## src/rtl/vga_scanout.sv

```systemverilog
// rtl/vga_scanout.sv - 640x480@60 VGA scanout of a 160x120 3-bit framebuffer
// Pixel ticks run at half of CLOCK_50; colour, blank and sync share a two-tick pipeline to the pins.
module vga_scanout #(
  parameter int H_VISIBLE = 640,
  parameter int H_FRONT   = 16,
  parameter int H_SYNC    = 96,
  parameter int H_BACK    = 48,
  parameter int V_VISIBLE = 480,
  parameter int V_FRONT   = 10,
  parameter int V_SYNC    = 2,
  parameter int V_BACK    = 33,
  parameter int FB_WIDTH  = 160
) (
  input  logic        CLOCK_50,
  input  logic        reset,
  output logic [14:0] rd_addr,
  input  logic [2:0]  rd_data,
  output logic        frame_start,
  output logic        VGA_CLK,
  output logic        VGA_HS,
  output logic        VGA_VS,
  output logic        VGA_BLANK_N,
  output logic        VGA_SYNC_N,
  output logic [9:0]  VGA_R,
  output logic [9:0]  VGA_G,
  output logic [9:0]  VGA_B
);

  localparam int H_TOTAL = H_VISIBLE + H_FRONT + H_SYNC + H_BACK;
  localparam int V_TOTAL = V_VISIBLE + V_FRONT + V_SYNC + V_BACK;

  localparam logic [9:0] H_LAST     = 10'(H_TOTAL - 1);
  localparam logic [9:0] V_LAST     = 10'(V_TOTAL - 1);
  localparam logic [9:0] H_VIS_END  = 10'(H_VISIBLE);
  localparam logic [9:0] V_VIS_END  = 10'(V_VISIBLE);
  localparam logic [9:0] HS_START   = 10'(H_VISIBLE + H_FRONT);
  localparam logic [9:0] HS_END     = 10'(H_VISIBLE + H_FRONT + H_SYNC);
  localparam logic [9:0] VS_START   = 10'(V_VISIBLE + V_FRONT);
  localparam logic [9:0] VS_END     = 10'(V_VISIBLE + V_FRONT + V_SYNC);
  localparam logic [14:0] ROW_STRIDE = 15'(FB_WIDTH);

  logic       phase;
  logic [9:0] h_count;
  logic [9:0] v_count;

  logic       h_wrap;
  logic       v_wrap;
  logic       visible;
  logic       hs_n;
  logic       vs_n;
  logic [7:0] fb_x;
  logic [6:0] fb_y;
  logic [14:0] addr_next;

  logic       s1_visible;
  logic       s1_hs_n;
  logic       s1_vs_n;

  assign VGA_CLK    = phase;
  assign VGA_SYNC_N = 1'b0;

  always_comb begin
    h_wrap  = (h_count == H_LAST);
    v_wrap  = (v_count == V_LAST);
    visible = (h_count < H_VIS_END) && (v_count < V_VIS_END);
    hs_n    = !((h_count >= HS_START) && (h_count < HS_END));
    vs_n    = !((v_count >= VS_START) && (v_count < VS_END));
    // Each framebuffer pixel covers a 4x4 block of screen pixels.
    fb_x      = h_count[9:2];
    fb_y      = v_count[8:2];
    addr_next = 15'(fb_y) * ROW_STRIDE + 15'(fb_x);
  end

  always_ff @(posedge CLOCK_50) begin
    if (reset) begin
      phase       <= 1'b0;
      h_count     <= '0;
      v_count     <= '0;
      rd_addr     <= '0;
      frame_start <= 1'b0;
      s1_visible  <= 1'b0;
      s1_hs_n     <= 1'b1;
      s1_vs_n     <= 1'b1;
      VGA_HS      <= 1'b1;
      VGA_VS      <= 1'b1;
      VGA_BLANK_N <= 1'b0;
      VGA_R       <= '0;
      VGA_G       <= '0;
      VGA_B       <= '0;
    end else begin
      phase       <= ~phase;
      frame_start <= 1'b0;
      if (phase) begin
        h_count <= h_wrap ? 10'd0 : h_count + 10'd1;
        if (h_wrap) begin
          v_count <= v_wrap ? 10'd0 : v_count + 10'd1;
        end
        frame_start <= h_wrap && v_wrap;

        rd_addr    <= visible ? addr_next : 15'd0;
        s1_visible <= visible;
        s1_hs_n    <= hs_n;
        s1_vs_n    <= vs_n;

        // rd_data answers the address issued one tick ago, matching the stage-1 controls.
        VGA_R       <= {10{rd_data[2] & s1_visible}};
        VGA_G       <= {10{rd_data[1] & s1_visible}};
        VGA_B       <= {10{rd_data[0] & s1_visible}};
        VGA_BLANK_N <= s1_visible;
        VGA_HS      <= s1_hs_n;
        VGA_VS      <= s1_vs_n;
      end
    end
  end

endmodule

```

## config.mk

```make
export PLATFORM = sky130hd
export DESIGN_NAME = vga_scanout
export DESIGN_NICKNAME = d
export VERILOG_FILES = /design/src/rtl/vga_scanout.sv
export SDC_FILE = /design/constraint.sdc
export NUM_CORES = 1
export LEC_CHECK = 0
export BUFFER_PORTS_ARGS = -buffer_cell sky130_fd_sc_hd__buf_2
export CAP_MARGIN = 5
export CORE_MARGIN = 5
export CORE_UTILIZATION = 35
export CTS_BUF_LIST = sky130_fd_sc_hd__clkbuf_16
export CTS_CLUSTER_DIAMETER = 100
export DETAILED_ROUTE_END_ITERATION = 16
export PLACE_DENSITY = 0.67
export RECOVER_POWER = 25
export SYNTH_ARGS = -nofsm -noshare
export SYNTH_HDL_FRONTEND = slang
export SYNTH_SLANG_ARGS = --single-unit
```

## constraint.sdc

```tcl
create_clock -name CLOCK_50 -period 2.58 [get_ports CLOCK_50]
set_input_delay 0.129 -clock CLOCK_50 [delete_from_list [all_inputs] [get_ports CLOCK_50]]
set_output_delay 0.129 -clock CLOCK_50 [all_outputs]
set_load 0.05 [all_outputs]
```

# [Word level (Yosys, flattened, before mapping)]
# Cells that the tools add are included.
[totals] regBits=46 output_inout_bits=51 wordCells=41
[op_classes] add_sub_neg=3 multipliers=1 magnitude_cmp=6 eq_ne=2 n_mux=3 bitwise_logic=4 n_reduce_logical=8
[ops] op="$add A10 B1 Y10 const B" count=2
[ops] op="$eq A10 B10 Y1 const B" count=2
[ops] op="$lt A10 B10 Y1 const B" count=2
[ops] op="$lt A10 B9 Y1 const B" count=2
[ops] op="$mux W10" count=2
[ops] op="$add A15 B8 Y15" count=1
[ops] op="$mux W15" count=1
[ops] op="$ge A10 B10 Y1 const B" count=1
[ops] op="$ge A10 B9 Y1 const B" count=1
[ops] op="$mul A7 B3 Y10 const B" count=1
[ops] op="$logic_and A1 B1 Y1" count=4
[ops] op="$and A1 B1 Y1" count=3
[ops] op="$logic_not A1 Y1" count=2
[ops] op="$reduce_and A2 Y1" count=1
[ops] op="$reduce_or A2 Y1" count=1
[ops] op="$not A1 Y1" count=1

# [Longest topological paths before layout]
# Gate-level depths: netlist of run 1.
[depth] word_depth=3 ltp_mapped=10 mapped_depth_nobuf=10

# [Least setup slack after synthesis of run 1]
# Ideal clock, no wire load.
[synth_timing] path_type="flip-flop to flip-flop" start="reg v_count[3]" end="reg rd_addr[13]" t_arrival_ns=2.225 required_time_ns=2.463 path_slack_ns=0.239 path_stages_with_launch=11 path_buffers=0 cell_sequence="dfxtp_1 > ha_1 > ha_1 > inv_1 > fa_1 > nand2b_1 > o2bb2ai_1 > xnor2_1 > nand3_1 > xnor2_1 > a22o_1"
[synth_between] elab_chain_cells=3 elab_cells_between_ends=5 cone_classes="add/sub: 1; mul: 1; order compare: 1; mux: 1; reduce/logical: 1"
[synth_rtl] element="start: declaration" line_no="44" text="logic [9:0] v_count;"
[synth_rtl] element="start signal: assignment" line_no="96" text="v_count <= v_wrap ? 10'd0 : v_count + 10'd1;"
[synth_rtl] element="$mul A7 B3 Y10 or $lt A10 B9 Y1 (tied branches)" line_no="71, 65"
[synth_rtl] element="$add A15 B8 Y15 or $logic_and A1 B1 Y1 (tied branches)" line_no="71, 65"
[synth_rtl] element="$mux W15 *" line_no="100" text="rd_addr <= visible ? addr_next : 15'd0;"
[synth_rtl] element="end signal: assignment" line_no="100"
[synth_rtl] element="end: declaration" line_no="16" text="output logic [14:0] rd_addr,"
# Mark *: on every way between the ends. The rest lies on a longest branch, timed or not.
# A chain may end at the register's enable or synchronous reset.

# [Worst setup path in the final report of run 1]
[layout_timing] start="reg v_count[5]" end="reg rd_addr[13]"
# Same word-level chain as after synthesis.

==> results of run 1 <==
-- layer usage --
metal	global-route usage, %	vias to the layer above
met2	17.62	43
li1	-	957
met5	0	-
met3	2.709	4
met4	3.966	0
met1	13.52	793
-- critical path, cell delays in order, from the launching register on --
cell and delay [ns]:
dfxtp_2 0.36, ha_1 0.28, ha_1 0.17, inv_1 0.06, fa_1 0.42, nand2b_1 0.17
o2bb2ai_1 0.17, xnor2_2 0.20, nand3_1 0.12, xnor2_1 0.13, a22o_1 0.19
-- layout make-up --
type	instances	area [sq um]
timing repair buffer	60	287.8
clock buffer	5	125.1
sequential	46	924.6
inverter	9	33.78
clock inverter	3	12.51
multi-input combinational	174	1315
fill	705	4050
tap	96	120.1
-- cell families (layout without fill, tap and decap cells) --
kind of cell,Yosys count,after routing
adder cells (fa/ha/maj),19,19
other,1,1
AND/OR/NAND/NOR,89,89
multiplexers,3,3
buffers and inverters,47,77
AO/OA/AOI/OAI,36,36
flip-flops,46,46
XOR/XNOR,26,26
-- worst max path at each step --
stage | end | slack (ns)
3_3_place_gp | rd_addr[12]$_SDFFE_PP0P_ | 0.19
2_1_floorplan | rd_addr[13]$_SDFFE_PP0P_ | 0.24
5_1_grt | rd_addr[13]$_SDFFE_PP0P_ | 0.04
4_1_cts | rd_addr[12]$_SDFFE_PP0P_ | 0.09
3_5_place_dp | rd_addr[12]$_SDFFE_PP0P_ | 0.10
6_report | rd_addr[13]$_SDFFE_PP0P_ | 0.21
-- power by group --
group          leakage, uW  switching, uW  internal, uW
combinational     0.000802           93.3          25.9
clock            0.0000724            246           350
sequential        0.000373           8.60           719
-- metrics by stage --
stage | util, % | hold slack (ns) | instances | setup WS [ns]
global route | 41.04 | 0.1326 | 393 | 0.03778
detailed placement | 39.09 | 0.4074 | 385 | 0.1046
global placement | 39.09 | 0.4048 | 385 | 0.1927
CTS | 41.09 | 0.1151 | 393 | 0.08684
finish | 41.04 | 0.1182 | 393 | 0.2080
floorplan | - | 0.2970 | 267 | 0.2385
-- cell usage in the layout, fill, tap and decap left out, drive strengths merged, types with 3 or more instances in the layout --
cell,n
a21oi,9
a22o,14
and3,3
buf,40
clkbuf,25
dfxtp,46
ha,17
inv,10
mux2i,3
nand2,10
nand2b,7
nand3,8
nand4,8
nor2,26
nor2b,3
nor3,8
nor4,3
nor4b,3
o21ai,3
xnor2,11
xor2,15
-- repair_timing --
action,4_1_cts,5_1_grt
hold buffers,0,0
endpoints found under the setup margin,0,2
resized for setup,0,6
==> results.cfg, run 1 <==
[power_and_ir_drop]
ir_drop_mv = 0.2445
power-per-cell-area_nw_per_um2 = 511.6
total_power_uw = 1442
p_leak_uw = 0.001247

[placement]
hpwl_microns = 3545
port_buffers = 54
place_area_sq_um = 2685
routabilityCongestion = 0.7702

[route]
wl_per_cell_microns = 12.03
drt-vias-per-instance = 4.573
met3_length_microns = 278
drc = 0
top_layer_used = met4
ant_nets = 0
first_pass_iters = 4
dr_wl_met2_microns = 2139
drt_iter0_drc = 86
dr_total_vias = 1797
drt-met1-wl_microns = 2266
wirelength_microns = 4728

[synthesis]
synth-adder-area-share_pct = 10.08
synth_xor_area_share_pct = 9.082
synth_area_leaders = dfxtp_1 37%, ha_1 8.5%, buf_4 8.4%
synth-compound-area-share_pct = 10.48
synth_area_per_cell_sq_um = 9.391
yosysWarnings = 0
synth_top_cell_by_area = dfxtp_1
ys_seq_area_share_pct = 36.73
synth_area_sq_um = 2507
yosysTopAreaCellShare_pct = 36.73
synth.distinct_cells = 44
synthArstFlopShare_pct = 0
synth-main-ff-cell = dfxtp_1
synth_edf_count = 0
synth-seq-cells = 46
synth.most_common_cell = dfxtp_1
synthMuxAreaShare_pct = 1.198
synth_nets = 291
synth_top_family_by_area = simple AND/OR/NAND/NOR gates
synthCells = 267
synth-simple-area-share_pct = 20.66
yosys-top-cells-count = 46 x dfxtp_1, 28 x buf_4, 25 x nor2_1

[grt]
antenna_found_initial = 0
grt_pass1_vias = 1676
grt_use_total_pct = 10.72
grt_start_max_net_pins = 26
grt_overflow = 0
grt_pass1_wl_microns = 7652

[clock_network]
post-cts-setup-buffers = 0
cts_root_buf = clkbuf_16
clock_sinks = 46
clk_pin_slew_ns = 0.06
htree_levels = 2
cts_tree = done
cts_buffer_depth = 2
clk_latency_ns = 0.28
cts_inserted_buffers = 5

[floorplan]
die_area_sq_um = 8957
core_area_sq_um = 6869
die_w_microns = 94.64
start_util_pct = 36.50
die_h_microns = 94.64
io-pin-count = 56
fp-row-count = 30

[timing]
finClkSkew_ns = 0.005229
rsz0062_at_grt = false
relSlewSlack_pct = 37.30
worstMarginPinSlew_ns = 0.9405
layout_min_cycle_time_ns = 2.372
finalSetupViolations = 0
drv_slew = 0
setup_tns_ns = 0
fmax_mhz = 421.6
hold_viol_final = 0
finalCritPeriodShare_pct = 91.94

[setup_path]
crit_path_start = v_count[5]$_SDFFE_PP0P_
reg2reg_slack_ns = 0.21
cp.arrival_ns = 2.54
crit_fanout = 7
end_kind = flip-flop
ff2ff_path_depth = 10
worstReg2RegEnd = rd_addr[13]$_SDFFE_PP0P_
path_class = flip-flop to flip-flop
rr_startpoint = v_count[5]$_SDFFE_PP0P_
critPathLaunchType = flip-flop
critPathRequiredTime_ns = 2.75

[job]
drv_cap = 0

[final_layout]
largest_register_ffs = 15
areaGrowthSynthToFinish_pct = 12.42
drive_above_1_share_pct = 19.87
regMostFlops = rd_addr
final_design_area_no_fill_sq_um = 2819
antenna_cells = 0
finalNetCount = 320
biggestRegsByFlops = rd_addr: 15 flops, h_count: 10 flops, v_count: 10 flops

[status]
status = finished, final reports clean

[worst_hold_path]
worstHoldPathType = input pin to flip-flop
holdPathStages = 3
hp-start = rd_data[2]
hold_end = VGA_R[0]$_SDFFE_PP0P_
Note: power is estimated with default switching activity, not from simulation.
==> run 2: changes to the inputs <==
==> constraint.sdc (replaced) <==
create_clock -name CLOCK_50 -period 2.58 [get_ports CLOCK_50]
set_input_delay 0.516 -clock CLOCK_50 [delete_from_list [all_inputs] [get_ports CLOCK_50]]
set_output_delay 0.516 -clock CLOCK_50 [all_outputs]
set_load 0.05 [all_outputs]
==> run 2 against run 1 <==
Compared with the run above: die area stayed put; routed wire length is 2.8% higher; critical path depth stayed put; core utilization is 0.15 points higher; global-route usage is 0.076 points higher; first-iteration DRC count is 40% lower; combinational power hardly changed; power is 3.3% higher; cell area is 0.36% higher; non-clock buffer count stayed put; highest routed layer unchanged.
==> results.cfg, run 2 (synthesis gave the netlist of run 1 again) <==
[timing]
whs_ns = 0.4511
fmax_mhz = 411.7
relSlewSlack_pct = 59.95
drv_slew = 0
layout_min_cycle_time_ns = 2.429
finClkSkew_ns = 0.004476
finalSetupViolations = 0
finalCritPeriodShare_pct = 94.14
hold_viol_final = 0
rsz0062_at_grt = true
worstMarginPinSlew_ns = 0.6034

[floorplan]
die_h_microns = 94.64
core_area_sq_um = 6869
start_util_pct = 36.50
die_w_microns = 94.64
die_area_sq_um = 8957
io-pin-count = 56
fp-row-count = 30

[final_layout]
layout_common_cells = 44 x dfxtp_1, 43 x buf_2, 25 x nor2_1
drive_above_1_share_pct = 22.90
num-fill-cells = 673
final_cells = 393
final_design_area_no_fill_sq_um = 2829
regMostFlops = rd_addr
final_common_cell = dfxtp_1
multi_input_area_sq_um = 1300
biggestRegsByFlops = rd_addr: 15 flops, h_count: 10 flops, v_count: 10 flops
antenna_cells = 0
areaGrowthSynthToFinish_pct = 12.82
finalNetCount = 320
fin_util_pct = 41.18
largest_register_ffs = 15
seq_area_sq_um = 923.4

[power_and_ir_drop]
p_leak_uw = 0.001270
total_power_uw = 1490
power-per-cell-area_nw_per_um2 = 526.8
ir_drop_mv = 0.2303

[route]
wirelength_microns = 4862
drt_iter0_drc = 52
drc = 0
ant_nets = 0
first_pass_iters = 4
wl_per_cell_microns = 12.37
dr_total_vias = 1854
drt-vias-per-instance = 4.718

[setup_path]
ff2ff_path_depth = 10
critPathRequiredTime_ns = 2.76
crit_fanout = 7
cp.arrival_ns = 2.61
critPathLaunchType = flip-flop
end_kind = flip-flop
path_class = flip-flop to flip-flop

[placement]
routabilityCongestion = 0.7822
dp.cells = 385
port_buffers = 54
hpwl_microns = 3624
place_area_sq_um = 2685

[job]
drv_cap = 0

[clock_network]
cts_root_buf = clkbuf_16
post-cts-setup-buffers = 0
cts_resized = 0
cts_buffer_depth = 2
clock_sinks = 46
clk_latency_ns = 0.29
htree_levels = 2
clk_pin_slew_ns = 0.06
cts_inserted_buffers = 5
cts_tree = done
hold_buffers = 0

[grt]
grt_pass1_wl_microns = 7638
grt_start_max_net_pins = 26
grt_use_total_pct = 10.80
antenna_found_initial = 0
grt_pass1_vias = 1693
grt_overflow = 0

[status]
status = finished, final reports clean

[worst_hold_path]
holdPathStages = 2
worstHoldPathType = flip-flop to flip-flop
run 2: area by class of cell:
class | instances | share of cell area (%)
multi-input cells | 174 | 45.95
clock buffers | 5 | 4.423
repair buffers | 60 | 10.66
well taps | 96 | 4.246
inverters | 9 | 1.194
clock inverters | 3 | 0.8846
flip-flops and latches | 46 | 32.64
run 2: worst paths after layout:
| path | startpoint | end | slack [ns] |
|---|---|---|---|
| worst max register to register | v_count[5]$_SDFFE_PP0P_ | rd_addr[13]$_SDFFE_PP0P_ | 0.15 |
| worst min register to register | rd_addr[14]$_SDFFE_PP0P_ | rd_addr[14]$_SDFFE_PP0P_ | 0.45 |
| worst max-delay path | v_count[5]$_SDFFE_PP0P_ | rd_addr[13]$_SDFFE_PP0P_ | 0.15 |
| worst min-delay path | rd_addr[14]$_SDFFE_PP0P_ | rd_addr[14]$_SDFFE_PP0P_ | 0.45 |
run 2: power breakdown:
| part | leakage [uW] | internal [uW] | total, uW | switching [uW] |
|---|---|---|---|---|
| clock network | 0.0000704 | 364 | 643 | 279 |
| registers | 0.000373 | 719 | 727 | 8.29 |
| logic | 0.000827 | 26.7 | 120 | 93.6 |
| total | 0.00127 | 1110 | 1490 | 381 |
run 2: critical path, stage by stage (launching register included):
cell and delay, ns:
dfxtp_2 0.36, ha_1 0.28, ha_1 0.18, inv_1 0.06
fa_1 0.42, nand2b_1 0.17, o2bb2ai_1 0.18, xnor2_2 0.21
nand3_1 0.13, xnor2_1 0.14, a22o_1 0.19
run 2: per-stage QoR:
stage	TNS (ns)	worst slack, ns
after CTS	0	0.07216
after global routing	-0.04484	-0.02571
after floorplan	0	0.2385
after detailed placement	0	0.08615
final	0	0.1511
after global placement	0	0.1869
run 2: per-layer routing:
| metal | track usage, % | part of all wire (%) | up-vias |
|---|---|---|---|
| met5 | 0 | 0 | - |
| met4 | 3.966 | 1.4 | 0 |
| met3 | 3.108 | 6.1 | 7 |
| met2 | 18.50 | 47 | 44 |
| met1 | 12.77 | 46 | 848 |
| li1 | - | - | 955 |
